$ cat src/rtl/uart_receiver.sv
// 8N1 UART receiver: synchronises RX, samples each bit mid-period from the
// start-bit falling edge, and hands received bytes over with a ready/ack handshake.
module uart_receiver #(
  parameter int unsigned CLKS_PER_BIT = 434,
  parameter int unsigned SYNC_STAGES  = 2
) (
  input  logic       clc,
  input  logic       res,
  input  logic       RX,
  input  logic       RECEIVER_ACK,
  output logic [7:0] MESSAGE,
  output logic       priznak_end_receiver,
  output logic       frame_error,
  output logic       overrun,
  output logic       busy
);

  localparam int unsigned CNT_W = (CLKS_PER_BIT > 1) ? $clog2(CLKS_PER_BIT) : 1;
  localparam logic [CNT_W-1:0] HALF_LAST = CNT_W'(CLKS_PER_BIT / 2 - 1);
  localparam logic [CNT_W-1:0] BIT_LAST  = CNT_W'(CLKS_PER_BIT - 1);

  typedef enum logic [2:0] {
    S_IDLE,
    S_START,
    S_DATA,
    S_STOP,
    S_BREAK
  } state_t;

  state_t                 state_q, state_d;
  logic [SYNC_STAGES-1:0] sync_q, sync_d;
  logic [CNT_W-1:0]       cnt_q, cnt_d;
  logic [2:0]             idx_q, idx_d;
  logic [7:0]             shift_q, shift_d;
  logic [7:0]             msg_q, msg_d;
  logic                   ready_q, ready_d;
  logic                   ovr_q, ovr_d;
  logic                   fe_q, fe_d;
  logic                   busy_q, busy_d;
  logic                   rxs;

  assign rxs = sync_q[SYNC_STAGES-1];

  always_comb begin
    sync_d  = {sync_q[SYNC_STAGES-2:0], RX};
    state_d = state_q;
    cnt_d   = cnt_q;
    idx_d   = idx_q;
    shift_d = shift_q;
    msg_d   = msg_q;
    ready_d = RECEIVER_ACK ? 1'b0 : ready_q;
    ovr_d   = RECEIVER_ACK ? 1'b0 : ovr_q;
    fe_d    = 1'b0;

    case (state_q)
      S_IDLE: begin
        if (!rxs) begin
          state_d = S_START;
          cnt_d   = '0;
        end
      end
      S_START: begin
        if (cnt_q == HALF_LAST) begin
          cnt_d   = '0;
          idx_d   = '0;
          state_d = rxs ? S_IDLE : S_DATA;
        end else begin
          cnt_d = cnt_q + CNT_W'(1);
        end
      end
      S_DATA: begin
        if (cnt_q == BIT_LAST) begin
          cnt_d          = '0;
          shift_d[idx_q] = rxs;
          if (idx_q == 3'd7) state_d = S_STOP;
          else               idx_d   = idx_q + 3'd1;
        end else begin
          cnt_d = cnt_q + CNT_W'(1);
        end
      end
      S_STOP: begin
        if (cnt_q == BIT_LAST) begin
          cnt_d = '0;
          if (rxs) begin
            // A good stop always wins over a simultaneous ack.
            msg_d   = shift_q;
            ready_d = 1'b1;
            if (ready_q && !RECEIVER_ACK) ovr_d = 1'b1;
            state_d = S_IDLE;
          end else begin
            fe_d    = 1'b1;
            state_d = S_BREAK;
          end
        end else begin
          cnt_d = cnt_q + CNT_W'(1);
        end
      end
      S_BREAK: begin
        if (rxs) state_d = S_IDLE;
      end
      default: state_d = S_IDLE;
    endcase

    busy_d = (state_d != S_IDLE);
  end

  always_ff @(posedge clc or posedge res) begin
    if (res) begin
      state_q <= S_IDLE;
      sync_q  <= '1;
      cnt_q   <= '0;
      idx_q   <= '0;
      shift_q <= '0;
      msg_q   <= '0;
      ready_q <= 1'b0;
      ovr_q   <= 1'b0;
      fe_q    <= 1'b0;
      busy_q  <= 1'b0;
    end else begin
      state_q <= state_d;
      sync_q  <= sync_d;
      cnt_q   <= cnt_d;
      idx_q   <= idx_d;
      shift_q <= shift_d;
      msg_q   <= msg_d;
      ready_q <= ready_d;
      ovr_q   <= ovr_d;
      fe_q    <= fe_d;
      busy_q  <= busy_d;
    end
  end

  assign MESSAGE              = msg_q;
  assign priznak_end_receiver = ready_q;
  assign overrun              = ovr_q;
  assign frame_error          = fe_q;
  assign busy                 = busy_q;

endmodule
$ cat config.mk
export PLATFORM = sky130hd
export DESIGN_NAME = uart_receiver
export DESIGN_NICKNAME = d
export VERILOG_FILES = /design/src/rtl/uart_receiver.sv
export SDC_FILE = /design/constraint.sdc
export NUM_CORES = 1
export LEC_CHECK = 0
export BUFFER_PORTS_ARGS = -buffer_cell sky130_fd_sc_hd__buf_4
export CAP_MARGIN = 20
export CORE_ASPECT_RATIO = 1.5
export CORE_MARGIN = 4
export CORE_UTILIZATION = 58
export CTS_CLUSTER_DIAMETER = 40
export DETAILED_ROUTE_END_ITERATION = 10
export GPL_ROUTABILITY_DRIVEN = 0
export PLACE_DENSITY_LB_ADDON = 0.08
export RECOVER_POWER = 25
export SYNTH_ARGS = -nofsm -noshare
export SYNTH_HDL_FRONTEND = slang
export SYNTH_SLANG_ARGS = --single-unit
$ cat constraint.sdc
create_clock -name clc -period 2.5 [get_ports clc]
set_input_delay 0.5 -clock clc [delete_from_list [all_inputs] [get_ports clc]]
set_output_delay 0.5 -clock clc [all_outputs]
set_load 0.005 [all_outputs]
==> impl_metrics.prom, run 1 <==
# TYPE chip_impl_metric gauge
chip_impl_info{name="outcome",value="completed"} 1
chip_impl_metric{name="htree_num_levels",unit=""} 2
chip_impl_metric{name="worst-endpoint-arrival",unit="ps"} 2040
chip_impl_metric{name="crit_buf_inv",unit=""} 0
chip_impl_info{name="grt_setup_unrepaired",value="no"} 1
chip_impl_info{name="clock-root-buffer",value="sky130_fd_sc_hd__clkbuf_8"} 1
chip_impl_metric{name="p_leak",unit="nW"} 0.955
chip_impl_metric{name="finalHoldViolations",unit=""} 0
chip_impl_metric{name="fin_crit",unit="ps"} 1870
chip_impl_metric{name="layout_worst_path_cycle_share",unit=""} 0.747
chip_impl_info{name="worstHoldPathType",value="in -> async"} 1
chip_impl_metric{name="drt.antenna.violating_nets",unit=""} 0
chip_impl_metric{name="first_pass_grt_wire_length",unit="um"} 6110
chip_impl_metric{name="ys_seq_elements",unit=""} 37
chip_impl_metric{name="synth_edf_count",unit=""} 0
chip_impl_metric{name="clockBufferDepth",unit=""} 2
chip_impl_metric{name="holdBufCountCts",unit=""} 0
chip_impl_metric{name="grtUsageTotal",unit=""} 0.199
chip_impl_metric{name="post-cts-setup-buffers",unit=""} 0
chip_impl_metric{name="grt_max_degree",unit=""} 38
chip_impl_metric{name="dieArea",unit="mm^2"} 0.00431
chip_impl_metric{name="port-buffer-count",unit=""} 15
chip_impl_metric{name="drc",unit=""} 0
chip_impl_metric{name="register_clock_pin_slew_on_the_reported_worst_setup_and_hold_paths",unit="ps"} 70
chip_impl_info{name="crit_chain",value="nor3b_1 -> nand4_2 -> nor3b_2 -> mux2_1"} 1
chip_impl_metric{name="rr_worst_depth",unit=""} 4
chip_impl_metric{name="viasPerCell",unit=""} 5.91
chip_impl_metric{name="cts_repair_resize_count",unit=""} 0
chip_impl_metric{name="fmax",unit="MHz"} 535
chip_impl_metric{name="power-per-cell-area",unit="mW/mm^2"} 486
chip_impl_metric{name="core-area",unit="mm^2"} 0.00316
chip_impl_metric{name="ir_worst_vdd",unit="mV"} 0.367
chip_impl_metric{name="globalRoute.totalOverflow",unit=""} 0
chip_impl_metric{name="drt_pre_antenna_iters",unit=""} 4
chip_impl_metric{name="synth_cell_type_count",unit=""} 48
chip_impl_metric{name="worst-slew-pin-transition",unit="ps"} 489
chip_impl_metric{name="clock_skew",unit="ps"} 8.50
chip_impl_info{name="tritoncts",value="yes"} 1
chip_impl_metric{name="finalNetCount",unit=""} 192
chip_impl_info{name="worstReg2RegStart",value="state_q[2]"} 1
chip_impl_info{name="timing_worst_setup_path_type",value="reg -> reg"} 1
chip_impl_metric{name="number_of_cells_produced_by_synthesis",unit=""} 167
chip_impl_metric{name="clk-insertion-delay-late",unit="ps"} 280
chip_impl_metric{name="fillCellCount",unit=""} 259
chip_impl_metric{name="synth_nets",unit=""} 176
chip_impl_info{name="ys_dominant_reg_cell",value="sky130_fd_sc_hd__dfrtp_1"} 1
chip_impl_metric{name="dieHeight",unit="um"} 78.4
chip_impl_metric{name="final_layout_size_suffix_gt1_frac",unit=""} 0.283
chip_impl_metric{name="finalSetupViolations",unit=""} 0
chip_impl_metric{name="areaGrowthSynthToFinish",unit="%"} 11.6
chip_impl_info{name="critical_path.startpoint_type",value="flop"} 1
chip_impl_metric{name="grt_pass1_vias",unit=""} 1294
chip_impl_metric{name="maxSlewHeadroom",unit=""} 0.674
chip_impl_metric{name="syn_area",unit="mm^2"} 0.00192
chip_impl_metric{name="io_pins",unit=""} 16
chip_impl_metric{name="synthesis.area_per_instance",unit="um^2"} 11.5
chip_impl_info{name="reg_to_reg_endpoint",value="shift_q[3]"} 1
chip_impl_metric{name="required",unit="ps"} 2670
chip_impl_info{name="crit_path_end_kind",value="flop"} 1
chip_impl_metric{name="number_of_antenna_violations_at_the_first_check_in_global_routing",unit=""} 0
chip_impl_metric{name="yosys_warnings",unit=""} 0
chip_impl_info{name="critical_path.slowest_cell",value="sky130_fd_sc_hd__dfrtp_1"} 1
chip_impl_metric{name="cts_made_buffers",unit=""} 5
chip_impl_metric{name="max_cap_violations",unit=""} 0
chip_impl_metric{name="async_flop_share",unit=""} 1.00
chip_impl_metric{name="rows",unit=""} 25
chip_impl_metric{name="critical_path.max_fanout",unit=""} 10
chip_impl_metric{name="floorplan.initialDensity",unit=""} 0.606
chip_impl_metric{name="route.detailed.wl_per_inst",unit="um"} 16.2
chip_impl_metric{name="drv_slew",unit=""} 0
chip_impl_metric{name="chipWidth",unit="um"} 54.9
chip_impl_metric{name="fin_hold_ws",unit="ps"} 318
chip_impl_metric{name="antenna-diode-count",unit=""} 0
chip_impl_metric{name="dpl.hpwl",unit="um"} 2710
chip_impl_metric{name="layout.core_utilization",unit=""} 0.677
chip_impl_metric{name="clock_sink_count",unit=""} 37
chip_impl_metric{name="max_stage_delay",unit="ps"} 480
chip_impl_metric{name="drt_first_iter_violations",unit=""} 22
chip_impl_info{name="cp_top_family",value="simple AND/OR/NAND/NOR gates"} 1
chip_impl_metric{name="worst_reg_to_reg_setup_slack",unit="ps"} 630
chip_impl_metric{name="vias",unit=""} 1323
chip_impl_metric{name="synth_seq_area_share",unit=""} 0.485
chip_impl_metric{name="final.setup.tns",unit="ps"} 0
chip_impl_metric{name="totalWireLength",unit="um"} 3640
stage by stage:
| step | area [um^2] | total power, W | setup slack [ps] | instances |
|---|---|---|---|---|
| finish | 2140 | 0.00104 | 632 | 224 |
| CTS | 2140 | 0.00105 | 618 | 224 |
| global placement | 2050 | 0.000634 | 712 | 216 |
| detailed placement | 2050 | 0.000634 | 629 | 216 |
| global route | 2140 | 0.00109 | 528 | 224 |
| floorplan | 1920 | 0.000626 | 753 | 167 |
power breakdown:
group / switching [W] / internal [W]
Combinational: 0.0000119 / 0.00000436
Sequential: 0.00000429 / 0.000602
Clock: 0.000192 / 0.000225
Total: 0.000208 / 0.000831
state kept, by name, summed over array words and instances (netlist names):
signal,flops
shift_q,8
priznak_end_receiver,1
idx_q,3
MESSAGE,8
frame_error,1
state_q,3
overrun,1
busy,1
cnt_q,9
sync_q,2
cells in the mapped netlist, drive strengths merged, types with 3 or more instances:
cell type	instances	area, um^2
a21oi	4	20.0
a22o	3	26.3
buf	4	26.3
clkbuf	3	11.3
dfrtp	35	876
ha	5	62.6
inv	6	22.5
mux2	17	191
nand2	18	67.6
nand3	8	45.0
nor2	9	36.3
nor3	6	30.0
nor3b	5	47.5
o211ai	3	22.5
o21ai	6	30.0
o22ai	3	18.8
cell usage in the layout (no fill, tap or decap), types with 2 or more instances in the layout:
cell	count
sky130_fd_sc_hd__a22o_1	3
sky130_fd_sc_hd__nand2_1	18
sky130_fd_sc_hd__a21oi_1	4
sky130_fd_sc_hd__ha_1	5
sky130_fd_sc_hd__nor3_1	6
sky130_fd_sc_hd__nor3b_2	2
sky130_fd_sc_hd__nand2b_1	2
sky130_fd_sc_hd__nor2_1	8
sky130_fd_sc_hd__mux2_2	11
sky130_fd_sc_hd__dfrtp_1	35
sky130_fd_sc_hd__buf_4	14
sky130_fd_sc_hd__clkbuf_8	6
sky130_fd_sc_hd__o21ai_0	6
sky130_fd_sc_hd__nand3b_1	2
sky130_fd_sc_hd__and4bb_2	2
sky130_fd_sc_hd__nand3_1	7
sky130_fd_sc_hd__o21a_1	2
sky130_fd_sc_hd__inv_1	6
sky130_fd_sc_hd__clkbuf_4	2
sky130_fd_sc_hd__o211ai_1	3
sky130_fd_sc_hd__o22ai_1	3
sky130_fd_sc_hd__clkbuf_1	2
sky130_fd_sc_hd__dfstp_2	2
sky130_fd_sc_hd__nor3b_1	3
sky130_fd_sc_hd__mux2_1	6
worst register-to-register path, stage by stage, from the launching register on:
cell	delay (ps)
sky130_fd_sc_hd__dfrtp_1	480
sky130_fd_sc_hd__nor3b_1	480
sky130_fd_sc_hd__nand4_2	230
sky130_fd_sc_hd__nor3b_2	230
sky130_fd_sc_hd__mux2_1	330
layer usage:
layer  GRT usage  routed length, um  vias up
li1            -                  -      635
met1       0.204               1370      663
met2       0.354               2080       17
met3      0.0474                 90        8
met4      0.0973                 97        0
met5           0                  0        -
cells by family (layout without fill, tap and decap cells):
| family | count (synthesis) | in the layout | share of synthesized area |
|---|---|---|---|
| mux | 18 | 18 | 0.105 |
| flops | 37 | 37 | 0.485 |
| buf+inv | 13 | 30 | 0.0313 |
| xor+xnor | 1 | 1 | 0.00457 |
| compound gates | 29 | 29 | 0.112 |
| fa+ha+maj | 5 | 5 | 0.0327 |
| simple gates | 64 | 64 | 0.229 |
how the worst max path moves through the flow:
stage | from | end | depth (start not counted)
detailed placement | state_q[2] | shift_q[3] | 4
global route | state_q[2] | shift_q[3] | 4
global placement | cnt_q[1] | shift_q[3] | 6
CTS | state_q[2] | shift_q[3] | 4
finish | state_q[2] | shift_q[3] | 4
floorplan | cnt_q[1] | shift_q[3] | 6
final cells by class:
cell class	count	area [um^2]	share of cell area
flip-flops and latches	37	928	0.434
multi-input cells	117	927	0.434
well taps	40	50.0	0.0234
inverters	6	22.5	0.0105
clock buffers	8	90.1	0.0421
repair buffers	16	120	0.0562
Note: power is estimated with default switching activity, not from simulation.
==> inputs of run 2 (changes only) <==
- clock period: 2.5 -> 1.96 ns (I/O delays scaled with it)
==> impl_metrics.prom, run 2 (same netlist as run 1, synthesis figures left out) <==
# TYPE chip_impl_metric gauge
chip_impl_info{name="layout.cells.most_common_list",value="sky130_fd_sc_hd__dfrtp_1, sky130_fd_sc_hd__nand2_1, sky130_fd_sc_hd__buf_4"} 1
chip_impl_metric{name="final_layout_size_suffix_gt1_frac",unit=""} 0.309
chip_impl_metric{name="chipWidth",unit="um"} 54.9
chip_impl_metric{name="power.total",unit="W"} 0.00146
chip_impl_info{name="timing_worst_setup_path_type",value="reg -> reg"} 1
chip_impl_metric{name="worst-endpoint-arrival",unit="ps"} 2040
chip_impl_metric{name="finalHoldViolations",unit=""} 0
chip_impl_metric{name="layout.core_utilization",unit=""} 0.698
chip_impl_metric{name="port-buffer-count",unit=""} 15
chip_impl_metric{name="dieArea",unit="mm^2"} 0.00431
chip_impl_metric{name="drc",unit=""} 0
chip_impl_info{name="tritoncts",value="yes"} 1
chip_impl_metric{name="io_pins",unit=""} 16
chip_impl_metric{name="totalWireLength",unit="um"} 3820
chip_impl_metric{name="clock_skew",unit="ps"} 5.81
chip_impl_metric{name="drt_pre_antenna_iters",unit=""} 4
chip_impl_metric{name="htree_num_levels",unit=""} 2
chip_impl_metric{name="clockPowerShare",unit=""} 0.455
chip_impl_metric{name="first_pass_grt_wire_length",unit="um"} 6300
chip_impl_metric{name="globalRoute.totalOverflow",unit=""} 0
chip_impl_metric{name="net_switching_power",unit="W"} 0.000270
chip_impl_metric{name="post-cts-setup-buffers",unit=""} 0
chip_impl_metric{name="core-area",unit="mm^2"} 0.00316
chip_impl_metric{name="required",unit="ps"} 2130
chip_impl_metric{name="floorplan.initialDensity",unit=""} 0.606
chip_impl_metric{name="share_comb_of_total_power",unit=""} 0.014
chip_impl_metric{name="layout_worst_path_cycle_share",unit=""} 0.955
chip_impl_metric{name="crit_buf_inv",unit=""} 1
chip_impl_metric{name="largest_register_ffs",unit=""} 9
chip_impl_metric{name="fillCellCount",unit=""} 247
chip_impl_info{name="worstSetupStartpoint",value="cnt_q[1]"} 1
chip_impl_metric{name="viasPerCell",unit=""} 5.99
chip_impl_metric{name="layout.area.seq",unit="um^2"} 928
chip_impl_info{name="worstReg2RegStart",value="cnt_q[1]"} 1
chip_impl_info{name="crit_path_end_kind",value="flop"} 1
chip_impl_metric{name="worst-slew-pin-transition",unit="ps"} 896
chip_impl_metric{name="register_clock_pin_slew_on_the_reported_worst_setup_and_hold_paths",unit="ps"} 70
chip_impl_info{name="crit_chain",value="inv_1 -> ha_1 -> and4b_2 -> nand4_4 -> nor3b_2 -> mux2_1"} 1
chip_impl_metric{name="max_cap_violations",unit=""} 0
chip_impl_metric{name="max_stage_delay",unit="ps"} 400
chip_impl_metric{name="vias",unit=""} 1365
chip_impl_metric{name="route.detailed.wl_per_inst",unit="um"} 16.8
chip_impl_metric{name="antenna-diode-count",unit=""} 0
chip_impl_metric{name="dpl.hpwl",unit="um"} 2930
chip_impl_info{name="worstHoldPathType",value="in -> reg"} 1
chip_impl_metric{name="fmax",unit="MHz"} 534
chip_impl_metric{name="clockBufferDepth",unit=""} 2
chip_impl_metric{name="fin_crit",unit="ps"} 1870
chip_impl_metric{name="p_leak",unit="nW"} 0.999
chip_impl_metric{name="clk-insertion-delay-late",unit="ps"} 290
chip_impl_metric{name="swShare",unit=""} 0.185
chip_impl_metric{name="drt_first_iter_violations",unit=""} 24
chip_impl_metric{name="cts_made_buffers",unit=""} 5
chip_impl_metric{name="finalNetCount",unit=""} 196
chip_impl_metric{name="dieHeight",unit="um"} 78.4
chip_impl_metric{name="drt.antenna.violating_nets",unit=""} 0
chip_impl_metric{name="number_of_antenna_violations_at_the_first_check_in_global_routing",unit=""} 0
chip_impl_metric{name="drv_slew",unit=""} 0
chip_impl_info{name="clock-root-buffer",value="sky130_fd_sc_hd__clkbuf_8"} 1
chip_impl_metric{name="clock_sink_count",unit=""} 37
chip_impl_metric{name="multi_input_area",unit="um^2"} 941
chip_impl_info{name="outcome",value="completed"} 1
chip_impl_metric{name="power-per-cell-area",unit="mW/mm^2"} 660
chip_impl_info{name="layout.cells.most_common",value="sky130_fd_sc_hd__dfrtp_1"} 1
chip_impl_metric{name="grtUsageTotal",unit=""} 0.203
chip_impl_metric{name="intPower",unit="W"} 0.00119
chip_impl_info{name="critical_path.startpoint_type",value="flop"} 1
chip_impl_metric{name="power_frac_seq",unit=""} 0.531
chip_impl_metric{name="finalSetupViolations",unit=""} 0
chip_impl_metric{name="grt_pass1_vias",unit=""} 1339
chip_impl_metric{name="critical_path.max_fanout",unit=""} 4
chip_impl_info{name="registers.top_by_ff_count",value="cnt_q"} 1
chip_impl_metric{name="areaGrowthSynthToFinish",unit="%"} 15.2
chip_impl_metric{name="maxSlewHeadroom",unit=""} 0.403
chip_impl_info{name="critical_path.slowest_cell",value="sky130_fd_sc_hd__dfrtp_1"} 1
chip_impl_metric{name="ir_worst_vdd",unit="mV"} 0.597
chip_impl_metric{name="grt_max_degree",unit=""} 38
chip_impl_metric{name="rows",unit=""} 25
chip_impl_info{name="worst_hold_startpoint",value="RX"} 1
chip_impl_info{name="cp_top_family",value="simple AND/OR/NAND/NOR gates"} 1
run 2: changes by cell type in the layout (fill, tap and decap cells not counted), sizes merged:
cell | previous run | this run
bufinv | 0 | 1
buf | 14 | 17
run 2: routing by layer:
| layer | track usage | share of wire | vias up |
|---|---|---|---|
| met5 | 0 | 0 | - |
| met4 | 0.0925 | 0.026 | 0 |
| met3 | 0.0455 | 0.032 | 10 |
| met2 | 0.366 | 0.58 | 32 |
| met1 | 0.209 | 0.36 | 675 |
| li1 | - | - | 648 |
run 2: path summary, 6_finish.rpt:
check                      cells past startpoint  slack (ps)    endpoint
setup / recovery                               6          90  shift_q[3]
hold / removal                                 1         210   sync_q[0]
setup reg to reg                               6          90  shift_q[3]
hold reg to reg                                0         360   sync_q[1]
max in group asynchronous                      3        1020    cnt_q[8]
min in group asynchronous                      3         380  shift_q[0]
run 2: timing repair:
| item | in CTS | in global routing |
|---|---|---|
| hold buffers | 0 | 0 |
| endpoints found under the setup margin | 0 | 3 |
| resized for setup | 0 | 2 |
run 2: power groups by stage:
stage / clock, W / sequential, W / combinational (W)
finish: 0.000663 / 0.000773 / 0.0000204
global route: 0.000715 / 0.000773 / 0.0000241
CTS: 0.000682 / 0.000772 / 0.0000223
detailed placement: 0 / 0.000787 / 0.0000223
global placement: 0 / 0.000787 / 0.0000213
floorplan: 0 / 0.000782 / 0.0000161
run 2: cell type report:
class,instances,area share
Clock inverter,1,0.0136
Tap cell,40,0.0227
Clock buffer,7,0.0391
Multi-Input combinational cell,117,0.427
Sequential cell,37,0.421
Inverter,6,0.0102
Timing Repair Buffer,20,0.0669
run 2: stage by stage:
stage	setup slack, ps	hold slack (ps)	instance area, um^2	std cells	setup TNS (ps)
2_1_floorplan	213	345	1920	167	0
6_report	87.9	211	2210	228	0
3_3_place_gp	174	347	2080	220	0
3_5_place_dp	98.9	349	2080	220	0
5_1_grt	-2.68	199	2210	228	-2.68
4_1_cts	97.7	200	2190	228	0
==> inputs of run 3 (changes only) <==
- CELL_PAD_IN_SITES_DETAIL_PLACEMENT: default -> 0
- CELL_PAD_IN_SITES_GLOBAL_PLACEMENT: default -> 2
- CORE_UTILIZATION: 58 -> 39
==> impl_metrics.prom, run 3 (same netlist as run 1, synthesis figures left out) <==
# TYPE chip_impl_metric gauge
chip_impl_info{name="outcome",value="completed"} 1
chip_impl_metric{name="first_pass_grt_wire_length",unit="um"} 6510
chip_impl_metric{name="areaGrowthSynthToFinish",unit="%"} 18.7
chip_impl_metric{name="dieArea",unit="mm^2"} 0.00612
chip_impl_info{name="tritoncts",value="yes"} 1
chip_impl_metric{name="power.total",unit="W"} 0.00157
chip_impl_metric{name="required",unit="ps"} 2140
chip_impl_metric{name="clock_skew",unit="ps"} 3.76
chip_impl_metric{name="viasPerCell",unit=""} 5.22
chip_impl_info{name="registers.top_by_ff_count",value="cnt_q"} 1
chip_impl_metric{name="chipWidth",unit="um"} 65.2
chip_impl_metric{name="route.detailed.wl_per_inst",unit="um"} 15.3
chip_impl_metric{name="worst-endpoint-arrival",unit="ps"} 2020
chip_impl_metric{name="largest_register_ffs",unit=""} 9
chip_impl_metric{name="dpl.hpwl",unit="um"} 3110
chip_impl_metric{name="maxSlewHeadroom",unit=""} 0.599
chip_impl_metric{name="port-buffer-count",unit=""} 15
chip_impl_metric{name="totalWireLength",unit="um"} 3950
chip_impl_metric{name="antenna-diode-count",unit=""} 0
chip_impl_metric{name="fin_crit",unit="ps"} 1840
chip_impl_metric{name="drt.antenna.violating_nets",unit=""} 0
chip_impl_metric{name="io_pins",unit=""} 16
chip_impl_metric{name="number_of_antenna_violations_at_the_first_check_in_global_routing",unit=""} 0
chip_impl_metric{name="clk-insertion-delay-late",unit="ps"} 290
chip_impl_metric{name="layout.cells.non_filler",unit=""} 258
chip_impl_metric{name="floorplan.initialDensity",unit=""} 0.398
chip_impl_info{name="critical_path.startpoint_type",value="flop"} 1
chip_impl_info{name="critical_path.slowest_cell",value="sky130_fd_sc_hd__dfrtp_1"} 1
chip_impl_metric{name="pre_cts_slack",unit="ps"} 77.0
chip_impl_metric{name="worst-slew-pin-transition",unit="ps"} 602
chip_impl_metric{name="worst_slack",unit="ps"} 123
chip_impl_info{name="cp_top_family",value="compound AO/OA/AOI/OAI gates"} 1
chip_impl_metric{name="vias",unit=""} 1346
chip_impl_metric{name="p_leak",unit="nW"} 1.02
chip_impl_metric{name="globalRoute.totalOverflow",unit=""} 0
chip_impl_metric{name="max_cap_violations",unit=""} 0
chip_impl_metric{name="clock_sink_count",unit=""} 37
chip_impl_info{name="crit_path_end_kind",value="flop"} 1
chip_impl_metric{name="placed_cells",unit=""} 249
chip_impl_info{name="clock-root-buffer",value="sky130_fd_sc_hd__clkbuf_8"} 1
chip_impl_metric{name="drc",unit=""} 0
chip_impl_info{name="crit_chain",value="inv_1 -> ha_2 -> and4b_2 -> buf_4 -> a21boi_4 -> o22ai_1 -> a221oi_1"} 1
chip_impl_info{name="layout.cells.most_common",value="sky130_fd_sc_hd__dfrtp_1"} 1
chip_impl_metric{name="rows",unit=""} 31
chip_impl_metric{name="layout_worst_path_cycle_share",unit=""} 0.937
chip_impl_metric{name="ir_worst_vdd",unit="mV"} 0.348
chip_impl_metric{name="grt_pass1_vias",unit=""} 1370
chip_impl_metric{name="holdBufCountCts",unit=""} 0
chip_impl_metric{name="critical_path.max_fanout",unit=""} 8
chip_impl_metric{name="finalNetCount",unit=""} 200
chip_impl_metric{name="drt_first_iter_violations",unit=""} 43
chip_impl_metric{name="multi_input_area",unit="um^2"} 930
chip_impl_metric{name="htree_num_levels",unit=""} 2
chip_impl_info{name="layout.cells.most_common_list",value="sky130_fd_sc_hd__dfrtp_1, sky130_fd_sc_hd__buf_4, sky130_fd_sc_hd__nand2_1"} 1
chip_impl_info{name="grt_setup_unrepaired",value="no"} 1
chip_impl_metric{name="crit_buf_inv",unit=""} 2
chip_impl_metric{name="drv_slew",unit=""} 0
chip_impl_metric{name="final.setup.tns",unit="ps"} 0
chip_impl_metric{name="core-area",unit="mm^2"} 0.00481
chip_impl_metric{name="register_clock_pin_slew_on_the_reported_worst_setup_and_hold_paths",unit="ps"} 70
chip_impl_metric{name="grt_max_degree",unit=""} 26
chip_impl_metric{name="power-per-cell-area",unit="mW/mm^2"} 689
chip_impl_metric{name="dieHeight",unit="um"} 93.8
chip_impl_metric{name="clockBufferDepth",unit=""} 2
chip_impl_metric{name="drt_pre_antenna_iters",unit=""} 2
chip_impl_metric{name="final_layout_size_suffix_gt1_frac",unit=""} 0.328
chip_impl_metric{name="grtUsageTotal",unit=""} 0.142
chip_impl_metric{name="cts_made_buffers",unit=""} 5
chip_impl_metric{name="fillCellCount",unit=""} 462
chip_impl_info{name="worstHoldPathType",value="in -> async"} 1
chip_impl_metric{name="layout.area.seq",unit="um^2"} 928
chip_impl_metric{name="max_stage_delay",unit="ps"} 380
chip_impl_info{name="timing_worst_setup_path_type",value="reg -> reg"} 1
chip_impl_metric{name="fmax",unit="MHz"} 544
chip_impl_metric{name="finalSetupViolations",unit=""} 0
chip_impl_metric{name="finalHoldViolations",unit=""} 0
-- run 3: cell types whose count changed in the layout (fill, tap and decap cells not counted) --
cell	change
sky130_fd_sc_hd__ha_1	-1
sky130_fd_sc_hd__clkbuf_8	-1
sky130_fd_sc_hd__nor3_1	+1
sky130_fd_sc_hd__clkbuf_1	-1
sky130_fd_sc_hd__buf_4	+4
sky130_fd_sc_hd__nand4_4	-1
sky130_fd_sc_hd__bufinv_16	+1
sky130_fd_sc_hd__nand4_2	+1
sky130_fd_sc_hd__clkinv_2	+1
sky130_fd_sc_hd__ha_2	+1
sky130_fd_sc_hd__nor3_2	-1
-- run 3: final timing paths --
| kind | startpoint | endpoint | slack (ps) | cells after the start |
|---|---|---|---|---|
| max reg2reg | cnt_q[1] | cnt_q[3] | 120 | 7 |
| max in group asynchronous | res | cnt_q[8] | 880 | 3 |
| min | res | overrun | 130 | 2 |
| max | cnt_q[1] | cnt_q[3] | 120 | 7 |
| min in group clc | RX | sync_q[0] | 210 | 1 |
| min reg2reg | sync_q[0] | sync_q[1] | 360 | 0 |
-- run 3: final cells by class --
| class | instances | area share |
|---|---|---|
| Clock buffer | 5 | 0.0303 |
| Clock inverter | 3 | 0.0286 |
| Inverter | 6 | 0.00990 |
| Multi-Input combinational cell | 117 | 0.409 |
| Sequential cell | 37 | 0.408 |
| Tap cell | 66 | 0.0363 |
| Timing Repair Buffer | 24 | 0.0781 |
-- run 3: per-layer routing --
metal  vias to the layer above  track usage  part of all wire
met5                         -            0                 0
met4                         0       0.0571             0.019
met3                         6       0.0287             0.020
met2                        13        0.277              0.58
met1                       674        0.141              0.38
li1                        653            -                 -
-- run 3: power by group --
| part | total [W] | switching [W] | internal [W] |
|---|---|---|---|
| sequential | 0.000770 | 0.00000289 | 0.000767 |
| clock | 0.000774 | 0.000269 | 0.000505 |
| combinational | 0.0000242 | 0.0000180 | 0.00000614 |
| total | 0.00157 | 0.000289 | 0.00128 |
-- run 3: timing repair --
| item | 4_1_cts | 5_1_grt |
|---|---|---|
| setup buffers | 0 | 1 |
| resized for setup | 0 | 1 |
| setup endpoints to repair | 0 | 3 |
-- run 3: through the flow --
step | area, um^2 | util | hold WS, ps
6_report | 2270 | 0.473 | 128
5_1_grt | 2270 | 0.473 | 178
4_1_cts | 2280 | 0.474 | 159
3_5_place_dp | 2150 | 0.446 | 347
3_3_place_gp | 2150 | 0.446 | 346
2_1_floorplan | 1920 | - | 345
